$ cat src/rtl/perf_sample_sequencer.sv
// rtl/perf_sample_sequencer.sv - perf counter snapshot and beat streamer
//
// Captures all counters in one cycle and streams them out one word per beat.
// A sample is requested by a manual trigger or by the periodic tick.
// Each beat carries either the absolute snapshot value or the delta against
// the value sent for that counter in the previous sample.
//
// Ports:
//   clk, reset    clock, synchronous active-high reset
//   enable        sampler enable; while low, trigger and tick are ignored
//   period        auto-sample interval in cycles; 0 selects manual only
//   trigger       one-cycle manual sample request
//   counters_in   flattened live counters; ctr i at [i*CTR_BITS +: CTR_BITS]
//   out_valid/out_ready/out_data/out_idx/out_last  beat stream
//   out_seq       sequence number of the current stream
//   busy          a stream is in progress
//   missed_count  requests dropped while busy, saturating
module perf_sample_sequencer #(
    parameter int NUM_CTRS    = 16,
    parameter int CTR_BITS    = 44,
    parameter int PERIOD_BITS = 16,
    parameter int DELTA_MODE  = 1,
    localparam int IDX_BITS   = (NUM_CTRS > 1) ? $clog2(NUM_CTRS) : 1
) (
    input  logic                         clk,
    input  logic                         reset,
    input  logic                         enable,
    input  logic [PERIOD_BITS-1:0]       period,
    input  logic                         trigger,
    input  logic [NUM_CTRS*CTR_BITS-1:0] counters_in,
    output logic                         out_valid,
    input  logic                         out_ready,
    output logic [CTR_BITS-1:0]          out_data,
    output logic [IDX_BITS-1:0]          out_idx,
    output logic                         out_last,
    output logic [15:0]                  out_seq,
    output logic                         busy,
    output logic [15:0]                  missed_count
);

    typedef enum logic {
        ST_IDLE   = 1'b0,
        ST_STREAM = 1'b1
    } state_t;

    localparam logic [IDX_BITS-1:0] LAST_IDX = IDX_BITS'(NUM_CTRS - 1);

    state_t                 state_q, state_d;
    logic [PERIOD_BITS-1:0] timer_q, timer_d;
    logic [IDX_BITS-1:0]    idx_q, idx_d;
    logic [15:0]            seq_q, seq_d;
    logic [15:0]            missed_q, missed_d;
    logic                   valid_q, valid_d;
    logic                   last_q, last_d;
    logic [CTR_BITS-1:0]    data_q, data_d;
    logic [CTR_BITS-1:0]    snap_q [NUM_CTRS];
    logic [CTR_BITS-1:0]    snap_d [NUM_CTRS];
    logic [CTR_BITS-1:0]    prev_q [NUM_CTRS];
    logic [CTR_BITS-1:0]    prev_d [NUM_CTRS];

    logic                   tick;
    logic                   req;
    logic                   handshake;
    logic [IDX_BITS-1:0]    idx_nxt;

    // Value carried by a beat; the subtract wraps modulo 2^CTR_BITS.
    function automatic logic [CTR_BITS-1:0] beat_value(input logic [CTR_BITS-1:0] s,
                                                       input logic [CTR_BITS-1:0] p);
        return (DELTA_MODE != 0) ? (s - p) : s;
    endfunction

    always_comb begin
        state_d   = state_q;
        timer_d   = timer_q;
        idx_d     = idx_q;
        seq_d     = seq_q;
        missed_d  = missed_q;
        valid_d   = valid_q;
        last_d    = last_q;
        data_d    = data_q;
        snap_d    = snap_q;
        prev_d    = prev_q;
        tick      = 1'b0;
        idx_nxt   = idx_q + 1'b1;
        handshake = valid_q && out_ready;

        // The >= compare lets a period lowered below the running count
        // still terminate on the next cycle instead of wrapping the timer.
        if (enable && (period != '0)) begin
            if (timer_q >= (period - PERIOD_BITS'(1))) begin
                tick    = 1'b1;
                timer_d = '0;
            end else begin
                timer_d = timer_q + 1'b1;
            end
        end else begin
            timer_d = '0;
        end

        req = enable && (trigger || tick);

        case (state_q)
            ST_IDLE: begin
                if (req) begin
                    for (int i = 0; i < NUM_CTRS; i++) begin
                        snap_d[i] = counters_in[i*CTR_BITS +: CTR_BITS];
                    end
                    idx_d   = '0;
                    state_d = ST_STREAM;
                    valid_d = 1'b1;
                    last_d  = (LAST_IDX == '0);
                    // Beat 0 is formed straight from the live input because
                    // the snapshot register is only loaded at this same edge.
                    data_d  = beat_value(counters_in[0 +: CTR_BITS], prev_q[0]);
                end
            end
            ST_STREAM: begin
                // Any request during a stream is lost, including one that
                // coincides with the final handshake.
                if (req && (missed_q != 16'hFFFF)) begin
                    missed_d = missed_q + 16'd1;
                end
                if (handshake) begin
                    prev_d[idx_q] = snap_q[idx_q];
                    if (last_q) begin
                        seq_d   = seq_q + 16'd1;
                        state_d = ST_IDLE;
                        valid_d = 1'b0;
                        last_d  = 1'b0;
                        data_d  = '0;
                        idx_d   = '0;
                    end else begin
                        idx_d  = idx_nxt;
                        last_d = (idx_nxt == LAST_IDX);
                        data_d = beat_value(snap_q[idx_nxt], prev_q[idx_nxt]);
                    end
                end
            end
            default: begin
                state_d = ST_IDLE;
                valid_d = 1'b0;
                last_d  = 1'b0;
            end
        endcase
    end

    always_ff @(posedge clk) begin
        if (reset) begin
            state_q  <= ST_IDLE;
            timer_q  <= '0;
            idx_q    <= '0;
            seq_q    <= '0;
            missed_q <= '0;
            valid_q  <= 1'b0;
            last_q   <= 1'b0;
            data_q   <= '0;
            for (int i = 0; i < NUM_CTRS; i++) begin
                snap_q[i] <= '0;
                prev_q[i] <= '0;
            end
        end else begin
            state_q  <= state_d;
            timer_q  <= timer_d;
            idx_q    <= idx_d;
            seq_q    <= seq_d;
            missed_q <= missed_d;
            valid_q  <= valid_d;
            last_q   <= last_d;
            data_q   <= data_d;
            for (int i = 0; i < NUM_CTRS; i++) begin
                snap_q[i] <= snap_d[i];
                prev_q[i] <= prev_d[i];
            end
        end
    end

    assign out_valid    = valid_q;
    assign out_data     = data_q;
    assign out_idx      = idx_q;
    assign out_last     = last_q;
    assign out_seq      = seq_q;
    assign busy         = (state_q == ST_STREAM);
    assign missed_count = missed_q;

endmodule

$ cat config.mk
export PLATFORM = sky130hd
export DESIGN_NAME = perf_sample_sequencer
export DESIGN_NICKNAME = d
export VERILOG_FILES = /design/src/rtl/perf_sample_sequencer.sv
export SDC_FILE = /design/constraint.sdc
export NUM_CORES = 2
export LEC_CHECK = 0
export ABC_AREA = 1
export CORE_ASPECT_RATIO = 0.7
export CORE_MARGIN = 2
export CORE_UTILIZATION = 25
export CTS_BUF_LIST = sky130_fd_sc_hd__clkbuf_4 sky130_fd_sc_hd__clkbuf_8
export DETAILED_ROUTE_END_ITERATION = 10
export PLACE_DENSITY = 0.5
export SETUP_SLACK_MARGIN = 0.2
export SYNTH_ARGS = -nofsm -noshare
export SYNTH_HDL_FRONTEND = slang
export SYNTH_SLANG_ARGS = --single-unit
$ cat constraint.sdc
create_clock -name clk -period 4.9 [get_ports clk]
set_input_delay 1.225 -clock clk [delete_from_list [all_inputs] [get_ports clk]]
set_output_delay 1.225 -clock clk [all_outputs]
set_load 0.01 [all_outputs]
---- Word level (Yosys, flattened, before mapping) ----
Cells that the tools add are included.
cells by class
  add/subtract/negate cells ............... 7
  multiply operators ...................... 0
  divide/modulo/power cells ............... 0
  $lt $le $gt $ge ......................... 4
  equality and inequality tests ........... 5
  shift operators ......................... 0
  mux-type cells .......................... 34
  bitwise logic cells ..................... 4
  reduce and logical (&&, ||, !) cells .... 14
operators by type and width
  operator               count
  $bwmux 704             1
  $bmux 44 s4            3
  $mux 44                10
  $demux 44 s4           1
  $pmux 44 s2            1
  $sub 44x44->44         2
  $add 16x1->16 const B  3
  $ge 16x16->1           1
  $ne 16x16->1 const B   1
  $reduce_bool 16->1     1
  $sub 16x1->16 const B  1
  $mux 4                 3
  $mux 1                 11
  $ge 5x5->1 const B     2
  $not 4->5              2
  $pmux 4 s2             1
  $reduce_and 2->1       4
  $pmux 1 s2             3
  $reduce_and 3->1       2
  $logic_and 1x1->1      5
  $lt 5x1->1 const B     1
  $add 4x1->4 const B    1
  $eq 4x4->1 const B     1
  $ne 2x1->1 const B     2
  4 further kinds        5
word-level totals
  register bits ........................... 1507
  latch bits .............................. 0
  RAM bits ................................ 0
  ROM bits ................................ 0
  input bits .............................. 725
  output and inout bits ................... 83
  logic and storage cells ................. 108
  memories ................................ 0

---- Depth between registers and ports, before layout ----
  depth after elaboration ................. 9
  mapped depth ............................ 36
  depth with buffers taken out ............ 26

---- Worst setup path after synthesis ----
Ideal clock, no wire load.
  kind .................................... register to register
  start point ............................. reg idx_q[0] (netlist: out_idx[0])
  end point ............................... reg data_q[34] (netlist: out_data[34])
  library setup time ...................... 0.117 ns
  arrival time ............................ 4.804 ns
  data required time ...................... 4.783 ns
  slack ................................... -0.021 ns
  cell stages (with the launch flop) ...... 35
  buffers on the path ..................... 10
  period minus slack after synthesis ...... 4.921 ns
  cells stage by stage .................... dfxtp_1 -> buf_4 -> inv_2 -> buf_2 -> buf_4 -> buf_4 -> buf_2 -> clkbuf_1 -> ha_1 -> buf_2 -> inv_1 -> buf_2 -> clkbuf_1 -> buf_1 -> o21ai_0 -> o221ai_1 -> o211ai_1 -> nand2_1 -> ha_1 -> inv_1 -> fa_1 -> nand2_1 -> nand3_1 -> nand3_1 -> nand2_1 -> nand2_1 -> nand2_1 -> nand2_1 -> nand2_1 -> nand2_1 -> nand3_1 -> nand2_1 -> nor2_1 -> nor2_1 -> nor2_1
on the way
  word-level cells in the longest chain between the ends .. 9
  elaborated cells on any way between the ends .. 12
  classes of those cells .................. add/sub: 2; mux: 9; bitwise: 1
RTL lines
  item                                         RTL line  RTL
  start, declared                              50        logic [IDX_BITS-1:0] idx_q, idx_d;
  start signal, assigned                       164       idx_q <= idx_d;
  $add 4x1->4 *                                84        idx_nxt = idx_q + 1'b1;
  $not 4->5 (implied by the code) *            135       data_d = beat_value(snap_q[idx_nxt], prev_q[idx_nxt]);
  $bmux 44 s4                                  135
  $mux 44 (implied by the code) (2 in series)  135
  $sub 44x44->44 *                             69        return (DELTA_MODE != 0) ? (s - p) : s;
  $mux 44 *                                    125       if (last_q) begin
  $mux 44 *                                    123       if (handshake) begin
  $pmux 44 s2 *                                102       case (state_q)
  end signal, assigned                         169       data_q <= data_d;
  end, declared                                55        logic [CTR_BITS-1:0] data_q, data_d;
Mark *: on every way between the ends. The rest lies on a longest branch, timed or not. The select of a mux whose other input is x is not followed.
A chain may end at the register's enable or synchronous reset.

---- Worst setup path in the final report ----
  start point ............................. reg idx_q[0] (netlist: out_idx[0])
  end point ............................... reg data_q[41] (netlist: out_data[41])
The elaborated chain is that of the path after synthesis.

==> metrics <==
RSZ-0062 raised after global routing=true; number of DRC markers in iteration 0=10105; Pwr Total=34.6 mW; sequential share of the synthesized area=0.389; vias in the first global route=74681; Setup crit start kind=flop; Reg-to-Reg End=out_data[41]$_SDFFE_PP0P_; area of the multi-input gates=39900 um^2; H-Tree Depth=4; Avg Vias per Cell=5.13; Buffers on Ports=807; Yosys warnings=0; final hold vios=0; Post-Syn Area=77600 um^2; Area Overhead vs Synth=26.9%; layout cells sized above 1=0.0928; Avg WL per Cell=24.0 um; Fillers=33659; library cells used by synthesis=44; cts hold-fix bufs=0; RD Place Congestion=1.02; remaining routing DRC violations=0; Avg Cell Area, Syn=6.84 um^2; Worst-Margin Slew=1.21 ns; clk sinks=1507; Buf/Inv on CP=7; commonest non-fill, non-tap cell in the layout=o21ai_0; antenna-violating nets left=0; via count=84081; post-layout net count=12860; Die Area=315000 um^2; Min Hold Slack=0.458 ns; CP max stage cell=o211ai_1; final wirelength=394000 um; worst hold stages=2; worst slack at placement=-0.311 ns; crit path DAT=5.63 ns; first-pass GRT wire length=553000 um; # IOs=808; Crit Path Class=reg -> reg; R2R Setup Slk=0.14 ns; Util after Layout=0.318; CTS buffer count=240; CP required=5.76 ns; Max-Cap Viols=0; Yosys reg bits=1507; status=complete, no violations; DP HPWL=290000 um; Hold Crit Class=reg -> reg; hold wc startpoint=out_seq[12]$_SDFFE_PP0P_; type of destination of the critical path=flop; Leak=38.1 nW; syn_nets=12194; die height=470 um; Final setup viols=0; crit-path max FO=31; critical path depth=24; Die W=670 um; aggregate global routing overflow=0; R2R cell count=24; Syn Inst Count=11357; initial antenna violation count=97; reg2reg start=out_idx[0]$_SDFFE_PP0P_; commonest non-fill, non-tap cells in the layout=2601 x o21ai_0, 1928 x a21oi_1, 1504 x dfxtp_1; IR drop worst, VDD=0.000265 V; pin count of the biggest net entering global routing=158; most frequent CP cell=nand2_1; Fmax achieved=0.210 GHz; CP max stage delay=0.43 ns; clock latency on the worst-skew pair=1.06 ns; CTS clock-pin slew for the worst setup and hold paths=0.07 ns; row cnt=171; number of synthesized flops with an enable pin=0; Synth Flop Type=dfxtp_1; Initial Util=0.251; Post-synth ARST share=0; Slew Limit Fails=0; period utilisation layout=0.972; First-pass DRT Iterations=6; PwrDens=351 nW/um^2; Worst Setup Slack, final=0.135 ns; minimum clock period=4.76 ns; Clock Tree Buf Depth=4; gr usage total=0.236; Core Region=310000 um^2; FF+latch area=30200 um^2; Setup Skew=0.129 ns; worst-path cell chain=inv_8, ha_4, clkinv_8, buf_12, o21ai_0, o22ai_1, o211ai_1, nand2_1, inv_1, ha_1, nand2_1, inv_1, nand2_1, nand2_1, a21oi_1, buf_4, nand2_1, nand2_1, nand4_1, nand3_1, nand2_1, nor2_1, buf_4, nor2_1; worst hold endpoint=out_seq[12]$_SDFFE_PP0P_; CTS tree=yes; top cell family by delay on the critical path=simple AND/OR/NAND/NOR gates; clock root buffer=clkbuf_8; Slew headroom=0.193
-- tightest hold or removal path, delay by kind of cell, from the launching register on --
family	cells	cell delay, ns
compound gates	1	0.05
buf+inv	1	0.05
flops	1	0.32
-- layer usage --
metal  wire (um)  share of wire  GRT usage  vias up
li1            -              -          -    39955
met1      184000           0.47      0.351    39819
met2      161000           0.41      0.338     3755
met3       36800          0.093     0.0506      514
met4       11900          0.030     0.0692       38
met5         235        0.00060          0        -
-- where the power goes --
part / internal [mW] / leakage, nW / total, mW / switching [mW]
Sequential: 12.7 / 12.3 / 13.0 / 0.286
Clock: 6.68 / 2.80 / 12.3 / 5.65
Combinational: 3.33 / 23.0 / 9.29 / 5.96
Total: 22.7 / 38.1 / 34.6 / 11.9
-- state kept, by name (all words and copies together), names as in the netlist --
name and flops:
out_valid 1, out_data 44, out_idx 4, out_last 1, snap_q 704, busy 1, prev_q 704, out_seq 16
timer_q 16, missed_count 16
-- kinds of logic after synthesis --
| logic type | Yosys count | synth area share |
|---|---|---|
| adders and majority gates | 112 | 0.0182 |
| xor gates and xnor gates | 40 | 0.00461 |
| AOI/OAI and AO/OA | 4980 | 0.342 |
| and+or+nand+nor | 2733 | 0.144 |
| DFF | 1507 | 0.389 |
| buffers and inverters | 1985 | 0.103 |
-- per-stage QoR --
step           std cells  setup TNS, ns  cell area (um^2)
2_1_floorplan      11357              0             77600
3_3_place_gp       15924         -52.51             92800
3_5_place_dp       15924         -34.76             92800
4_1_cts            16352              0             98200
5_1_grt            16376              0             98500
6_report           16389              0             98500
-- final cells by class --
cell class              instances  area share
multi-input cells            7865       0.405
flip-flops and latches       1507       0.306
repair buffers               1384       0.143
well taps                    4152      0.0527
clock buffers                 386      0.0491
inverters                    1025      0.0394
clock inverters                38     0.00438
diodes                         32    0.000813
-- Yosys cell counts (all sizes together) (44+ instances only) --
library cell  count  share of area
a21oi          1928           0.12
a221oi           44          0.015
buf             363          0.024
clkbuf          597          0.029
dfxtp          1507           0.39
ha              110          0.018
inv            1021          0.049
nand2          1031          0.050
nand3           433          0.028
nor2           1154          0.056
o211ai           76         0.0073
o21ai          2769           0.18
o221ai           96          0.011
-- worst max-delay path by stage --
stage	start	endpoint	slack, ns
finish	out_idx[0]$_SDFFE_PP0P_	out_data[41]$_SDFFE_PP0P_	0.14
CTS	out_idx[0]$_SDFFE_PP0P_	out_data[33]$_SDFFE_PP0P_	0.16
floorplan	out_idx[0]$_SDFFE_PP0P_	out_data[34]$_SDFFE_PP0P_	0.24
global route	out_idx[0]$_SDFFE_PP0P_	out_data[41]$_SDFFE_PP0P_	0.08
global placement	period[0]	snap_q[394]$_SDFFE_PP0P_	-0.33
detailed placement	period[0]	snap_q[394]$_SDFFE_PP0P_	-0.31
-- repair_timing --
| action | 4_1_cts | 5_1_grt |
|---|---|---|
| gates cloned | 0 | 4 |
| pin swaps | 1 | 3 |
| endpoints found under the setup margin | 4 | 35 |
| gates resized for setup | 3 | 51 |
| buffers inserted | 4 | 1 |
(Power assumes the default switching activity.)
